--- config.mk ---
export PLATFORM = sky130hd
export DESIGN_NAME = free_list_mw
export DESIGN_NICKNAME = d
export VERILOG_FILES = /design/src/rtl/free_list_mw.sv
export SDC_FILE = /design/constraint.sdc
export NUM_CORES = 1
export LEC_CHECK = 0
export BUFFER_PORTS_ARGS = -buffer_cell sky130_fd_sc_hd__buf_2
export CORE_MARGIN = 10
export CORE_UTILIZATION = 45
export CTS_CLUSTER_DIAMETER = 50
export DETAILED_ROUTE_END_ITERATION = 6
export HOLD_SLACK_MARGIN = 0.08
export SLEW_MARGIN = 20
export SYNTH_ARGS = -nofsm -noshare
export SYNTH_HDL_FRONTEND = slang
export SYNTH_SLANG_ARGS = --single-unit
--- constraint.sdc ---
create_clock -name clk -period 3.1 [get_ports clk]
set_clock_uncertainty 0.05 [all_clocks]
set_input_delay 0.155 -clock clk [delete_from_list [all_inputs] [get_ports clk]]
set_output_delay 0.155 -clock clk [all_outputs]
set_load 0.01 [all_outputs]
--- src/rtl/free_list_mw.sv ---
// Multi-width free list of physical register indices with a speculative and a retire head.
// Define FREE_LIST_CHECK_EN to build the sticky protocol checker behind fl_err.
module free_list_mw #(
    parameter int PRF_DEPTH   = 64,
    parameter int ARF_DEPTH   = 32,
    parameter int ALLOC_WIDTH = 2,
    parameter int FREE_WIDTH  = 2,
    localparam int PRF_IDX    = $clog2(PRF_DEPTH),
    localparam int FL_DEPTH   = PRF_DEPTH - ARF_DEPTH,
    localparam int PTR_W      = $clog2(FL_DEPTH) + 1
) (
    input  logic                           clk,
    input  logic                           rst_n,
    input  logic [ALLOC_WIDTH-1:0]         alloc_valid,
    output logic                           alloc_ready,
    output logic [ALLOC_WIDTH*PRF_IDX-1:0] alloc_idx,
    input  logic [FREE_WIDTH-1:0]          free_valid,
    input  logic [FREE_WIDTH*PRF_IDX-1:0]  free_idx,
    input  logic                           flush,
    output logic [PTR_W-1:0]               count,
    output logic                           fl_err
);

    localparam int IDX_W = PTR_W - 1;

    logic [PRF_IDX-1:0] mem_q [FL_DEPTH];
    logic [PTR_W-1:0]   head_spec_q, head_spec_d;
    logic [PTR_W-1:0]   head_ret_q, head_ret_d;
    logic [PTR_W-1:0]   tail_q, tail_d;

    logic [PTR_W-1:0]   n_a, n_f;
    logic [IDX_W-1:0]   a_off [ALLOC_WIDTH];
    logic [IDX_W-1:0]   f_off [FREE_WIDTH];
    logic [IDX_W-1:0]   a_addr [ALLOC_WIDTH];
    logic [IDX_W-1:0]   f_addr [FREE_WIDTH];
    logic               grant;

    // Prefix counts compact the set lanes onto consecutive slots.
    always_comb begin
        n_a = '0;
        for (int i = 0; i < ALLOC_WIDTH; i++) begin
            a_off[i] = IDX_W'(n_a);
            n_a      = n_a + {{(PTR_W-1){1'b0}}, alloc_valid[i]};
        end
    end

    always_comb begin
        n_f = '0;
        for (int i = 0; i < FREE_WIDTH; i++) begin
            f_off[i] = IDX_W'(n_f);
            n_f      = n_f + {{(PTR_W-1){1'b0}}, free_valid[i]};
        end
    end

    assign count       = tail_q - head_spec_q;
    assign alloc_ready = (count >= n_a) && !flush;
    assign grant       = alloc_ready && (n_a != '0);

    for (genvar i = 0; i < ALLOC_WIDTH; i++) begin : g_alloc
        assign a_addr[i] = head_spec_q[IDX_W-1:0] + a_off[i];
        assign alloc_idx[i*PRF_IDX +: PRF_IDX] =
            (alloc_valid[i] && alloc_ready) ? mem_q[a_addr[i]] : '0;
    end

    for (genvar i = 0; i < FREE_WIDTH; i++) begin : g_free
        assign f_addr[i] = tail_q[IDX_W-1:0] + f_off[i];
    end

    always_comb begin
        head_ret_d  = head_ret_q + n_f;
        tail_d      = tail_q + n_f;
        head_spec_d = head_spec_q;
        if (flush) begin
            head_spec_d = head_ret_q + n_f;
        end else if (grant) begin
            head_spec_d = head_spec_q + n_a;
        end
    end

    always_ff @(posedge clk or negedge rst_n) begin
        if (!rst_n) begin
            for (int k = 0; k < FL_DEPTH; k++) begin
                mem_q[k] <= PRF_IDX'(ARF_DEPTH + k);
            end
            head_spec_q <= '0;
            head_ret_q  <= '0;
            tail_q      <= PTR_W'(FL_DEPTH);
        end else begin
            for (int i = 0; i < FREE_WIDTH; i++) begin
                if (free_valid[i]) begin
                    mem_q[f_addr[i]] <= free_idx[i*PRF_IDX +: PRF_IDX];
                end
            end
            head_spec_q <= head_spec_d;
            head_ret_q  <= head_ret_d;
            tail_q      <= tail_d;
        end
    end

`ifdef FREE_LIST_CHECK_EN
    logic              err_q, err_d;
    logic              chk_overflow, chk_pass, chk_low_idx;
    logic [PTR_W:0]    inflight_w;

    // Entries still owed a retirement, including this cycle's grant.
    assign inflight_w   = {1'b0, head_spec_q - head_ret_q} + (grant ? {1'b0, n_a} : '0);
    assign chk_overflow = ({1'b0, count} + {1'b0, n_f}) > (PTR_W+1)'(FL_DEPTH);
    assign chk_pass     = {1'b0, n_f} > inflight_w;

    always_comb begin
        chk_low_idx = 1'b0;
        for (int i = 0; i < FREE_WIDTH; i++) begin
            if (free_valid[i] && (free_idx[i*PRF_IDX +: PRF_IDX] < PRF_IDX'(ARF_DEPTH))) begin
                chk_low_idx = 1'b1;
            end
        end
    end

    assign err_d = err_q | chk_overflow | chk_pass | chk_low_idx;

    always_ff @(posedge clk or negedge rst_n) begin
        if (!rst_n) begin
            err_q <= 1'b0;
        end else begin
            err_q <= err_d;
        end
    end

    assign fl_err = err_q;

`ifndef SYNTHESIS
    always @(posedge clk) begin
        if (rst_n) begin
            assert (!chk_overflow) else $error("free_list_mw: free overflows the list");
            assert (!chk_pass) else $error("free_list_mw: retire head passes speculative head");
            assert (!chk_low_idx) else $error("free_list_mw: freed index is architectural");
        end
    end
`endif
`else
    assign fl_err = 1'b0;
`endif

endmodule

==> metrics.txt <==
final core occ=52.6%; drc violations=0; Layout fillers=2738; Levels on crit path=10; worst r2r path cells=9; cell leakage power=6.41 nW; post-synth top area share=20.7%; pin count of the biggest net entering global routing=87; Worst-Margin Slew=0.872 ns; async set-or-reset flop fraction in the synthesized netlist=100%; Area Overhead vs Synth=15.4%; num ports=39; worst slack, placed=0.0112 ns; gpl congestion=0.957; Worst Hold Class=input pin to asynchronous set/reset pin; Max VDD drop=497 uV; Slew Limit Fails=0; Syn Area/Cell=11.5 um2; crit share post-route=111%; number of synthesized flops with an enable pin=0; Total Routing Usage GR=22.2%; P_sw=7.97 mW; largest cells by area after synthesis=dfstp_2 21%, mux4_2 17%, dfrtp_1 17%; Final ANT Viol Nets=0; power per cell area=1250 nW/um2; cell count after synthesis=1249; DRT Pass-1 Iters=5; Worst EP arrival=3.25 ns; crit path kind=register to output port; core area=31600 um2; Die X=199 um; Clk pin slew, worst setup/hold paths=0.06 ns; Setup crit end=alloc_idx[9]; Combinational Power Share=54.4%; sequential share of power=27.8%; reg2reg end=head_spec_q[1]$_DFFE_PN0P_; launch point of the worst reg-to-reg path=head_spec_q[0]$_DFFE_PN0P_; Setup-failing EPs final=12; CTS root buffer=clkbuf_16; CTS tree=yes; sum of negative setup slack=-3.83 ns; Synth Flop Type=dfstp_2; Die Area=39500 um2; final net count=1334; status=complete, but fails checks; Routed WL=44000 um; # port buffers=37; failing checks=setup timing; P_int=12.7 mW; Skew-Pair Late Insertion Delay=0.56 ns; most used cell, CP=ha_4; clk buf depth=3; crit start category=register; cells along the critical path=ha_4, fa_1, inv_2, ha_4, a211oi_2, or3b_4, o211ai_4, buf_12, a2111oi_2, buf_2; Critical Path Max Stage Delay=0.52 ns; # Max-Cap Violations=0; Slew HR=41.9%; final hold vios=0; post-synthesis sequential area ratio=37.5%; achievable frequency=0.289 GHz; Starting Density=45.6%; min cycle time layout=3.46 ns; Ant. Diodes=0; Synth Register Bits=210; DR iter-0 viols=1001; r2r setup slk=0.32 ns; DR WL/cell=25.6 um; syn nets=1292; H-tree depth=1; vias in the first global route=10557; CP startpoint=head_spec_q[0]$_DFFE_PN0P_; Buffers & Inverters on Critical Path=3; GRT Residual Overflow=0; vias post-DR=10600; Synth cell types=64; Die Span Y=199 um; drt via density=6.17; CTS Buf Count=31; initial antenna violation count=0; TritonCTS Sinks=210; Syn. warnings=0; switching share of power=38.5%; share of layout cells above drive strength 1=44.8%; RSZ-0062 raised after global routing=yes; post-synthesis cell area=14400 um2; crit-path leading delay family=adder cells; Crit-path slowest cell=dfrtp_4; CP required=2.89 ns; CP Capture Type=output port; Final HPWL DP=29500 um; final worst slack=-0.356 ns; # rows=65; Clk network pwr share=17.8%; first-pass GRT wire length=67100 um; CP max FO=6; cell taking the most area after synthesis=dfstp_2
==> metrics by stage <==
step	hold slack, ns	cells	power, mW	cell area [um2]
after floorplan	-0.191	1249	12.9	14400
after global placement	0.129	1642	16.0	15100
after detailed placement	0.132	1642	16.2	15100
after CTS	0.0914	1710	20.3	16400
after global routing	0.121	1717	21.7	16600
final	0.106	1717	20.7	16600
==> power by group through the flow <==
stage	logic (mW)	registers [mW]	clock network, mW
after floorplan	7.63	5.23	0
after global placement	10.3	5.65	0
after detailed placement	10.5	5.71	0
after CTS	10.8	5.71	3.74
after global routing	12.0	5.91	3.85
final	11.3	5.74	3.68
==> cell families (layout without fill, tap and decap cells) <==
kind of cell | Yosys count | after routing | synth area share [%]
AO/OA/AOI/OAI | 193 | 193 | 8.12
XOR/XNOR | 15 | 15 | 0.914
adder cells (fa/ha/maj) | 24 | 24 | 2.30
buffers and inverters | 126 | 192 | 4.01
flip-flops | 210 | 210 | 37.5
multiplexers | 391 | 391 | 38.0
other | 1 | 1 | 0.0261
AND/OR/NAND/NOR | 289 | 289 | 9.12
==> cells in the mapped netlist, types with 5 or more instances <==
| cell | n |
|---|---|
| a2111oi_2 | 5 |
| a211oi_1 | 5 |
| a21oi_1 | 69 |
| a31oi_1 | 6 |
| buf_1 | 7 |
| buf_2 | 32 |
| buf_4 | 6 |
| clkbuf_1 | 54 |
| dfrtp_1 | 97 |
| dfstp_2 | 113 |
| ha_1 | 20 |
| inv_1 | 20 |
| mux2_2 | 155 |
| mux2i_1 | 128 |
| mux4_2 | 108 |
| nand2_1 | 124 |
| nand2b_1 | 7 |
| nand3_1 | 15 |
| nor2_1 | 81 |
| nor2_2 | 16 |
| nor2b_1 | 7 |
| nor3_1 | 9 |
| o211ai_1 | 7 |
| o21ai_0 | 63 |
| o21ai_1 | 8 |
| o22ai_1 | 6 |
| xnor2_1 | 9 |
| xor2_1 | 6 |
==> registers in the layout, indices dropped and copies added (netlist names) <==
name	count
tail_q	6
mem_q	192
head_spec_q	6
head_ret_q	6
==> placed cells by master, fill, tap and decap left out, types with 5 or more instances in the layout <==
master	netlist	routed
inv_1	20	19
o22ai_1	6	6
clkinv_2	0	5
dlygate4sd3_1	0	6
xnor2_1	9	9
buf_12	2	6
nor2b_1	7	7
clkbuf_16	0	34
nand3_1	15	15
ha_1	20	16
dfrtp_1	97	95
buf_4	6	53
mux4_2	108	108
o21ai_0	63	63
nand2_1	124	124
a21oi_2	0	7
mux2_2	155	155
inv_6	0	5
buf_2	32	36
nor2_1	81	81
clkbuf_8	0	6
o211ai_1	7	7
nand2b_1	7	7
a31oi_1	6	6
mux2i_1	128	128
dfstp_2	113	113
a21oi_1	69	62
nor3_1	9	9
o21ai_1	8	8
xor2_1	6	5
nor2_2	16	16
a2111oi_2	5	5
==> worst min path at each step <==
stage	from	end	slack (ns)
3_3_place_gp	rst_n	mem_q[30]$_DFF_PN0_	0.13
2_1_floorplan	rst_n	head_ret_q[0]$_DFF_PN0_	-0.19
5_1_grt	free_idx[6]	mem_q[96]$_DFF_PN1_	0.12
3_5_place_dp	rst_n	mem_q[13]$_DFF_PN0_	0.13
4_1_cts	free_idx[10]	mem_q[34]$_DFF_PN1_	0.09
6_report	rst_n	mem_q[30]$_DFF_PN0_	0.11
==> final cells by class <==
type / count / area, um2 / area share (%)
Clock inverter: 18 / 220 / 1.33
Inverter: 23 / 86.3 / 0.520
Sequential cell: 210 / 5400 / 32.6
Clock buffer: 39 / 856 / 5.16
Tap cell: 402 / 503 / 3.03
Timing Repair Buffer: 112 / 1000 / 6.06
Multi-Input combinational cell: 913 / 8520 / 51.3
==> routing by layer <==
| layer | up-vias | track usage [%] | share of wire [%] |
|---|---|---|---|
| li1 | 4719 | - | - |
| met1 | 5372 | 31.4 | 43 |
| met2 | 431 | 34.5 | 46 |
| met3 | 78 | 2.94 | 7.0 |
| met4 | 0 | 7.26 | 3.4 |
| met5 | - | 0 | 0 |
==> repair_timing <==
| item | in CTS | in global routing |
|---|---|---|
| endpoints found under the hold margin | 126 | 0 |
| hold buffers | 6 | 0 |
| buffers inserted | 3 | 4 |
| setup endpoints to repair | 13 | 13 |
| gates resized for setup | 14 | 8 |
| pin swaps | 4 | 6 |
| gates cloned | 2 | 3 |
(Power assumes the default switching activity.)
